File: src/rtl/maxnet_pkg.sv
// Shared types and constants for the maxnet controller slice.
package maxnet_pkg;

  localparam int DATA_W_DEFAULT   = 5;
  localparam int NUM_IN           = 4;
  localparam int MAX_ITER_DEFAULT = 15;
  localparam int ITER_W_DEFAULT   = $clog2(MAX_ITER_DEFAULT + 1);

  // Controller states; encoding is visible on the state_o debug port.
  typedef enum logic [2:0] {
    ST_COLLECT = 3'd0,
    ST_LOAD    = 3'd1,
    ST_MUL     = 3'd2,
    ST_UPD     = 3'd3,
    ST_CHECK   = 3'd4,
    ST_CAPTURE = 3'd5,
    ST_DONE    = 3'd6
  } state_e;

  // Iteration counter width: wide enough to hold max_iter itself.
  function automatic int iter_width(input int max_iter);
    return $clog2(max_iter + 1);
  endfunction

endpackage

File: src/rtl/operand_collector.sv
// Stages four operand words from a valid/ready stream into X1..X4.
// A word transfers on a cycle where x_valid_i and x_ready_i are both high.
module operand_collector
  import maxnet_pkg::*;
#(
  parameter int DATA_W = DATA_W_DEFAULT
) (
  input  logic              clk,
  input  logic              rst,
  input  logic [DATA_W-1:0] x_i,
  input  logic              x_valid_i,
  input  logic              x_ready_i,
  input  logic              clear_i,
  output logic [DATA_W-1:0] x1_o,
  output logic [DATA_W-1:0] x2_o,
  output logic [DATA_W-1:0] x3_o,
  output logic [DATA_W-1:0] x4_o,
  output logic              done_o
);

  localparam int CNT_W = $clog2(NUM_IN);

  logic [CNT_W-1:0]  cnt_q;
  logic [DATA_W-1:0] x_q [NUM_IN];
  logic              take;

  assign take   = x_valid_i & x_ready_i;
  assign done_o = take & (cnt_q == CNT_W'(NUM_IN - 1));

  assign x1_o = x_q[0];
  assign x2_o = x_q[1];
  assign x3_o = x_q[2];
  assign x4_o = x_q[3];

  // Word counter steers each accepted word into the next slot; it wraps to 0 after the 4th.
  always_ff @(posedge clk or posedge rst) begin
    if (rst) begin
      cnt_q <= '0;
      for (int i = 0; i < NUM_IN; i++) x_q[i] <= '0;
    end else if (clear_i) begin
      cnt_q <= '0;
    end else if (take) begin
      x_q[cnt_q] <= x_i;
      cnt_q      <= cnt_q + CNT_W'(1);
    end
  end

endmodule

File: src/rtl/maxnet_controller.sv
// Control and input staging for the 4-input winner-take-all datapath.
// Handshakes: a transfer occurs on a rising clk edge where valid and ready are
// both high; once raised, valid and its payload hold until that transfer.
module maxnet_controller
  import maxnet_pkg::*;
#(
  parameter int DATA_W   = DATA_W_DEFAULT,
  parameter int MAX_ITER = MAX_ITER_DEFAULT
) (
  input  logic              clk,
  input  logic              rst,
  input  logic [DATA_W-1:0] x_in,
  input  logic              x_valid,
  output logic              x_ready,
  output logic [DATA_W-1:0] X1,
  output logic [DATA_W-1:0] X2,
  output logic [DATA_W-1:0] X3,
  output logic [DATA_W-1:0] X4,
  output logic              sel,
  output logic              en0,
  output logic              en1,
  output logic              en2,
  output logic              en3,
  input  logic              complete,
  output logic              result_valid,
  input  logic              result_ready,
  output logic              timeout,
  output logic              busy,
  output logic [2:0]        state_o
);

  localparam int              ITER_W   = iter_width(MAX_ITER);
  localparam logic [ITER_W-1:0] ITER_MAX = ITER_W'(MAX_ITER);

  state_e            state_q;
  logic [ITER_W-1:0] iter_q;
  logic              sel_q;
  logic              en0_q;
  logic              en1_q;
  logic              en2_q;
  logic              en3_q;
  logic              result_valid_q;
  logic              timeout_q;
  logic              busy_q;
  logic              x_ready_q;
  logic              col_done;

  operand_collector #(
    .DATA_W(DATA_W)
  ) u_collector (
    .clk      (clk),
    .rst      (rst),
    .x_i      (x_in),
    .x_valid_i(x_valid),
    .x_ready_i(x_ready_q),
    .clear_i  (~x_ready_q),
    .x1_o     (X1),
    .x2_o     (X2),
    .x3_o     (X3),
    .x4_o     (X4),
    .done_o   (col_done)
  );

  assign x_ready      = x_ready_q;
  assign sel          = sel_q;
  assign en0          = en0_q;
  assign en1          = en1_q;
  assign en2          = en2_q;
  assign en3          = en3_q;
  assign result_valid = result_valid_q;
  assign timeout      = timeout_q;
  assign busy         = busy_q;
  assign state_o      = state_q;

  // Sequencer: every output is registered alongside the state it belongs to,
  // so complete never reaches an output combinationally.
  always_ff @(posedge clk or posedge rst) begin
    if (rst) begin
      state_q        <= ST_COLLECT;
      iter_q         <= '0;
      sel_q          <= 1'b0;
      en0_q          <= 1'b0;
      en1_q          <= 1'b0;
      en2_q          <= 1'b0;
      en3_q          <= 1'b0;
      result_valid_q <= 1'b0;
      timeout_q      <= 1'b0;
      busy_q         <= 1'b0;
      x_ready_q      <= 1'b1;
    end else begin
      // Enables are single-cycle pulses unless the next state re-asserts them.
      en0_q <= 1'b0;
      en1_q <= 1'b0;
      en2_q <= 1'b0;
      en3_q <= 1'b0;
      sel_q <= 1'b0;
      case (state_q)
        ST_COLLECT: begin
          if (col_done) begin
            state_q   <= ST_LOAD;
            en0_q     <= 1'b1;
            x_ready_q <= 1'b0;
            busy_q    <= 1'b1;
          end
        end
        ST_LOAD: begin
          iter_q  <= '0;
          state_q <= ST_MUL;
          en1_q   <= 1'b1;
          sel_q   <= 1'b1;            // iteration counter is 0 entering MUL
        end
        ST_MUL: begin
          state_q <= ST_UPD;
          en2_q   <= 1'b1;
          sel_q   <= (iter_q == '0);
        end
        ST_UPD: begin
          state_q <= ST_CHECK;
          if (iter_q != ITER_MAX) iter_q <= iter_q + ITER_W'(1);
        end
        ST_CHECK: begin
          if (complete) begin
            state_q <= ST_CAPTURE;
            en3_q   <= 1'b1;
          end else if (iter_q == ITER_MAX) begin
            state_q        <= ST_DONE;
            result_valid_q <= 1'b1;
            timeout_q      <= 1'b1;
          end else begin
            state_q <= ST_MUL;
            en1_q   <= 1'b1;
            sel_q   <= (iter_q == '0);
          end
        end
        ST_CAPTURE: begin
          state_q        <= ST_DONE;
          result_valid_q <= 1'b1;
          timeout_q      <= 1'b0;
        end
        ST_DONE: begin
          if (result_ready) begin
            state_q        <= ST_COLLECT;
            result_valid_q <= 1'b0;
            timeout_q      <= 1'b0;
            busy_q         <= 1'b0;
            x_ready_q      <= 1'b1;
          end
        end
        default: begin
          state_q <= ST_COLLECT;
        end
      endcase
    end
  end

endmodule

File: config.mk
export PLATFORM = sky130hd
export DESIGN_NAME = maxnet_controller
export DESIGN_NICKNAME = d
export VERILOG_FILES = /design/src/rtl/maxnet_pkg.sv /design/src/rtl/operand_collector.sv /design/src/rtl/maxnet_controller.sv
export SDC_FILE = /design/constraint.sdc
export NUM_CORES = 1
export LEC_CHECK = 0
export BUFFER_PORTS_ARGS = -buffer_cell sky130_fd_sc_hd__buf_2
export CORE_ASPECT_RATIO = 2
export CORE_MARGIN = 3
export CORE_UTILIZATION = 57
export DETAILED_ROUTE_END_ITERATION = 8
export PLACE_DENSITY = 0.95
export REMOVE_ABC_BUFFERS = 1
export SETUP_SLACK_MARGIN = 0.3
export SLEW_MARGIN = 25
export SYNTH_ARGS = -nofsm -noshare
export SYNTH_HDL_FRONTEND = slang
export SYNTH_HIERARCHICAL = 1
export SYNTH_SLANG_ARGS = --single-unit
export TNS_END_PERCENT = 10
File: constraint.sdc
create_clock -name clk -period 4.6 [get_ports clk]
set_input_delay 0.92 -clock clk [delete_from_list [all_inputs] [get_ports clk]]
set_output_delay 0.92 -clock clk [all_outputs]
set_load 0.01 [all_outputs]
## Yosys cells after proc, flatten, opt, wreduce, memory -nomap -nowiden

Index checks and enable logic that the tools add are counted.

- Register bits after elaboration: 38
- Input port bits: 10
- Word-level logic and storage cells: 82
- Output and inout port bits: 32

- Reduce and logical (&&, ||, !) cells: 11
- Equal/unequal tests: 15
- Bitwise operators: 3
- Magnitude comparators: 2
- Multiplexer cells: 33
- Add/subtract/negate cells: 2

Operators by type and width:

| kind | number |
|---|---|
| 3-bit one-hot mux with 7 select lines | 1 |
| 20-bit bitwise mux | 1 |
| 1-bit two-way mux | 15 |
| 3-bit two-way mux | 4 |
| 5-bit demux with 2-bit select | 1 |
| 2-bit != test (second input constant) | 5 |
| 3-bit == test (second input constant) | 3 |
| 1-bit one-hot mux with 3 select lines | 3 |
| 4-bit one-hot mux with 2 select lines | 1 |
| 3-bit by 2-bit == test with 1-bit output (second input constant) | 2 |
| 1-bit one-hot mux with 2 select lines | 3 |
| 2-bit AND reduction | 3 |
| 5-bit two-way mux | 1 |
| 4-bit by 1-bit adder with 4-bit output (second input constant) | 1 |
| 4-bit == test (second input constant) | 1 |
| 4-bit zero test | 1 |
| 2-bit two-way mux | 2 |
| 4-bit two-way mux | 1 |
| 4-bit != test (second input constant) | 1 |
| 4-bit AND reduction | 1 |
| 2-bit nonzero test | 2 |
| 3-bit by 1-bit == test with 1-bit output (second input constant) | 1 |
| 3-bit >= comparator (second input constant) | 1 |
| 3-bit zero test | 1 |
| other kinds (9) | 10 |

## Depth between registers and ports, before layout

- Depth in word-level cells: 6
- Mapped depth: 5
- Depth with buffers taken out: 5

## Cells and area by module

Netlist, hierarchy kept.

Modules (own cells, without submodules):

| module | cells an instance | area an instance (µm²) | sequential area each (µm²) | times used |
|---|---|---|---|---|
| operand_collector | 62 | 1004.7 | 550.5 | 1 |
| maxnet_controller | 86 | 823.3 | 401.6 | 1 |

## Least setup slack after synthesis

Ideal clock, no wire load.

- Path type: input to register
- Start: in x_valid
- End: reg x_ready_q (netlist: x_ready)
- Required time: 4515 ps
- Buffers on the path: 1
- Path slack: 2726 ps
- Cell stages on the path: 5
- Library setup time: 85 ps
- Arrival: 1790 ps
- Cell sequence: buf_6 and3_2 or3b_1 a21oi_1 a21oi_1

- Cells in the longest elaborated chain, start to end: 4

Ends and longest elaborated chain:

| item | line | source |
|---|---|---|
| start, declared | maxnet_controller.sv:13 | `input logic x_valid,` |
| 1-bit bitwise AND | operand_collector.sv:27 | `assign take = x_valid_i & x_ready_i;` |
| 1-bit bitwise AND | operand_collector.sv:28 | `assign done_o = take & (cnt_q == CNT_W'(NUM_IN - 1));` |
| net col_done | maxnet_controller.sv:46 | `logic col_done;` |
| 2-bit != test (no source line) | n/a |  |
| 3-bit AND reduction (no source line) | n/a |  |
| end signal, assigned | maxnet_controller.sv:89 | `x_ready_q <= 1'b1;` |
| end signal, assigned | maxnet_controller.sv:102 | `x_ready_q <= 1'b0;` |
| end signal, assigned | maxnet_controller.sv:146 | `x_ready_q <= 1'b1;` |
| end, declared | maxnet_controller.sv:45 | `logic x_ready_q;` |

The timed path passes the listed nets, and every way through them passes these cells.
A chain may end at the register's enable or synchronous reset.

## Final worst setup path

- Start: reg state_q[1] (netlist: state_o[1])
- End: out state_o[1]

RTL lines:

| item | line | source |
|---|---|---|
| start, declared | maxnet_controller.sv:35 | `state_e state_q;` |
| start signal, assigned | maxnet_controller.sv:79 | `state_q <= ST_COLLECT;` |
| start signal, assigned | maxnet_controller.sv:100 | `state_q <= ST_LOAD;` |
| start signal, assigned | maxnet_controller.sv:108 | `state_q <= ST_MUL;` |
| end, declared | maxnet_controller.sv:29 | `output logic [2:0] state_o` |

No word-level cell between the ends.

==> impl_metrics.toml <==
[power]
power.clock.fraction_pct = 30.9
power.ir.vdd_worst_uv = 384
netSwitchingPower_uw = 365
p_per_area_mw_per_mm2 = 518
total_leakage_power_uw = 0.00123
cellInternalPower_uw = 756
seq_power_share_pct = 44.5
comb_power_share_pct = 24.6
p_sw_share_pct = 32.6

[global_route]
grt_antenna_before_repair = 0
remaining_overflow_grt = 0
first_global_vias = 1306
grt_max_degree = 23
grtUsageTotal_pct = 20.7
grt_pass1_wl_mm = 5.97

[finish]
layout-area-overhead-vs-synth_pct = 18.4
antenna_cells = 0
layout.nets = 206
drive_gt1_share_pct = 31.4
num-fill-cells = 213

[setup_path]
critPathSlowestCell = "dfrtp_1"
buf_inv_stages_crit_path = 1
endpoint_kind = "output pin"
timing.critical_path.required_ns = 3.68
crit_arrival_ns = 1.26
worst_setup_start_kind = "flip-flop"
critical_path_peak_fanout = 21
worst_path_cell_trace = "buf_2"
critical_path.top_delay_family = "flip-flops"
criticalPathCategory = "flip-flop to output pin"
slowest_delay_ns = 0.73

[detailed_routing]
first_pass_iters = 4
detail_route.wl_per_cell_um = 16.5
first_iter_violations = 26
routed-via-count = 1299
route.detailed.vias_per_inst = 5.88
antenna_violating_nets_post_route = 0
remaining_drc_errors = 0
postRouteWirelength_mm = 3.65

[timing]
period_share_pct = 47.3
timing.final.crit_period_ns = 2.18
fin_worst_hold_slack_ns = 0.491
fin_setup_tns_ns = 0
timing.final.max_slew_violations = 0
achievable-frequency_mhz = 459
setup_viol = 0
final.setup_skew_ns = 0.00551
finalHoldViolCount = 0
grt_setup_unrepaired = "false"
slew-limit-headroom_pct = 46.8
tightest_slew_ns = 0.797

[run]
maxCapViolations = 0

[cts]
cts_tree = "done"
cts-resized-gates = 0
insertion_delay_ns = 0.29
cts_made_buffers = 5
cts_hold_buffers = 0
cts.sinks = 38
clk_root_buffer_cell = "clkbuf_8"
clk_pin_slew_ns = 0.07
post-cts-setup-buffer-count = 0
cts_max_level = 2
clk_path_buf_depth = 2

[outcome]
run_status = "finished, final reports clean"

[synth]
async_flop_share_pct = 100
count_of_mapped_cells_out_of_synthesis = 148
number_of_distinct_library_cells_after_synthesis = 35
postSynth.topFlopCell = "dfrtp_1"
postSynthRegisterBits = 38
synth.yosys.seq_area_share_pct = 52.1
netlist_area_mm2 = 0.00183
syn_area_per_cell_um2 = 12.4
number_of_flops_mapped_to_enable_cells_by_yosys = 0
synthesis.yosys.warnings = 6

[die]
fp.dieH_um = 86.1
core_region_area_mm2 = 0.00301
io-pin-count = 42
initial_utilization_pct = 60.7
num_rows = 28
fp.dieArea_mm2 = 0.00396
die_width_um = 46.0

[hold_path]
holdCritPathClass = "flip-flop to flip-flop"

[place]
port_buffers = 41
place_hpwl_mm = 2.70
gp_routability_congestion = 0.785
[placed cells by master, fill, tap and decap left out, types with 3 or more instances in the layout]
cell type   n
a21oi_1    15
nor3_1      3
nand3_1     4
inv_1      11
buf_2      41
clkbuf_8    6
mux2_1     20
nor2_1      4
nand2b_1    3
o21ai_0     4
nand2_1     7
ha_1        6
dfrtp_1    37
nand4b_4    4
[metrics by stage]
stage / total power, uW / std cells / area (um2) / util (%) / worst slack (ns)
after floorplan: 670 / 142 / 1780 / - / 2.88
after global placement: 757 / 213 / 2020 / 67.1 / 2.54
after detailed placement: 779 / 213 / 2020 / 67.1 / 2.48
after CTS: 1130 / 221 / 2160 / 71.8 / 2.41
after global routing: 1180 / 221 / 2160 / 71.8 / 2.37
final: 1120 / 221 / 2160 / 71.8 / 2.42
[synth_stat cells, drive strengths merged, types with 2 or more instances]
library cell / instances / share of area (%)
buf: 6 / 2.7
nand4b: 4 / 5.2
ha: 6 / 4.1
nor2: 4 / 0.82
nor3: 3 / 0.82
inv: 11 / 2.3
nand2b: 3 / 1.0
o21ai: 4 / 1.1
nand2: 7 / 1.4
nand3b: 2 / 0.82
dfrtp: 37 / 51
mux2: 20 / 12
a21oi: 15 / 4.1
and3: 3 / 1.4
o22ai: 2 / 0.68
nand3: 4 / 1.1
a21bo: 2 / 1.1
[area by class of cell]
class | instances | area (um2) | area share (%)
Inverter | 11 | 41.3 | 1.91
Sequential cell | 38 | 952 | 44.0
Multi-Input combinational cell | 93 | 786 | 36.3
Timing Repair Buffer | 41 | 205 | 9.48
Clock buffer | 6 | 82.6 | 3.82
Clock inverter | 2 | 60.1 | 2.77
Tap cell | 30 | 37.5 | 1.73
[kinds of logic after synthesis]
group,count (synthesis),share of synthesized area (%)
buffers and inverters,17,4.93
adder cells (fa/ha/maj),6,4.11
flip-flops,38,52.1
multiplexers,21,12.9
AND/OR/NAND/NOR,35,14.9
AO/OA/AOI/OAI,31,11.2
[sequential cells by signal, summed over array words and instances (netlist names), 2 cells and up]
name and count:
u_collector/x1_o 5, u_collector/x2_o 5, u_collector/x3_o 5, u_collector/x4_o 5, iter_q 4, state_o 3
u_collector/cnt_q 2
[final timing paths]
check / from / endpoint / slack (ns) / cells after the start
worst min register to register: u_collector/x3_o[2] / u_collector/x3_o[2] / 0.49 / 1
worst max register to register: x_ready / u_collector/x1_o[3] / 2.92 / 3
min in group asynchronous: rst / iter_q[3] / 0.70 / 2
worst max-delay path: state_o[1] / state_o[1] / 2.42 / 1
max in group asynchronous: rst / u_collector/x1_o[1] / 3.32 / 2
worst min-delay path: u_collector/x3_o[2] / u_collector/x3_o[2] / 0.49 / 1
[power by group through the flow]
| stage | clock network [uW] | logic, uW | registers (uW) |
|---|---|---|---|
| 2_1_floorplan | 0 | 162 | 507 |
| 3_3_place_gp | 0 | 261 | 496 |
| 3_5_place_dp | 0 | 275 | 504 |
| 4_1_cts | 353 | 278 | 499 |
| 5_1_grt | 364 | 306 | 511 |
| 6_report | 346 | 276 | 499 |
[per-layer routing]
layer | track usage [%] | share of wire (%) | vias to the layer above | wire length [um]
met3 | 4.62 | 5.3 | 10 | 192
met1 | 20.9 | 36 | 636 | 1320
met4 | 10.1 | 2.6 | 0 | 95
li1 | - | - | 612 | -
met5 | 0 | 0 | - | 0
met2 | 37.1 | 56 | 41 | 2050
No activity file was read; power rests on OpenSTA's default activity.
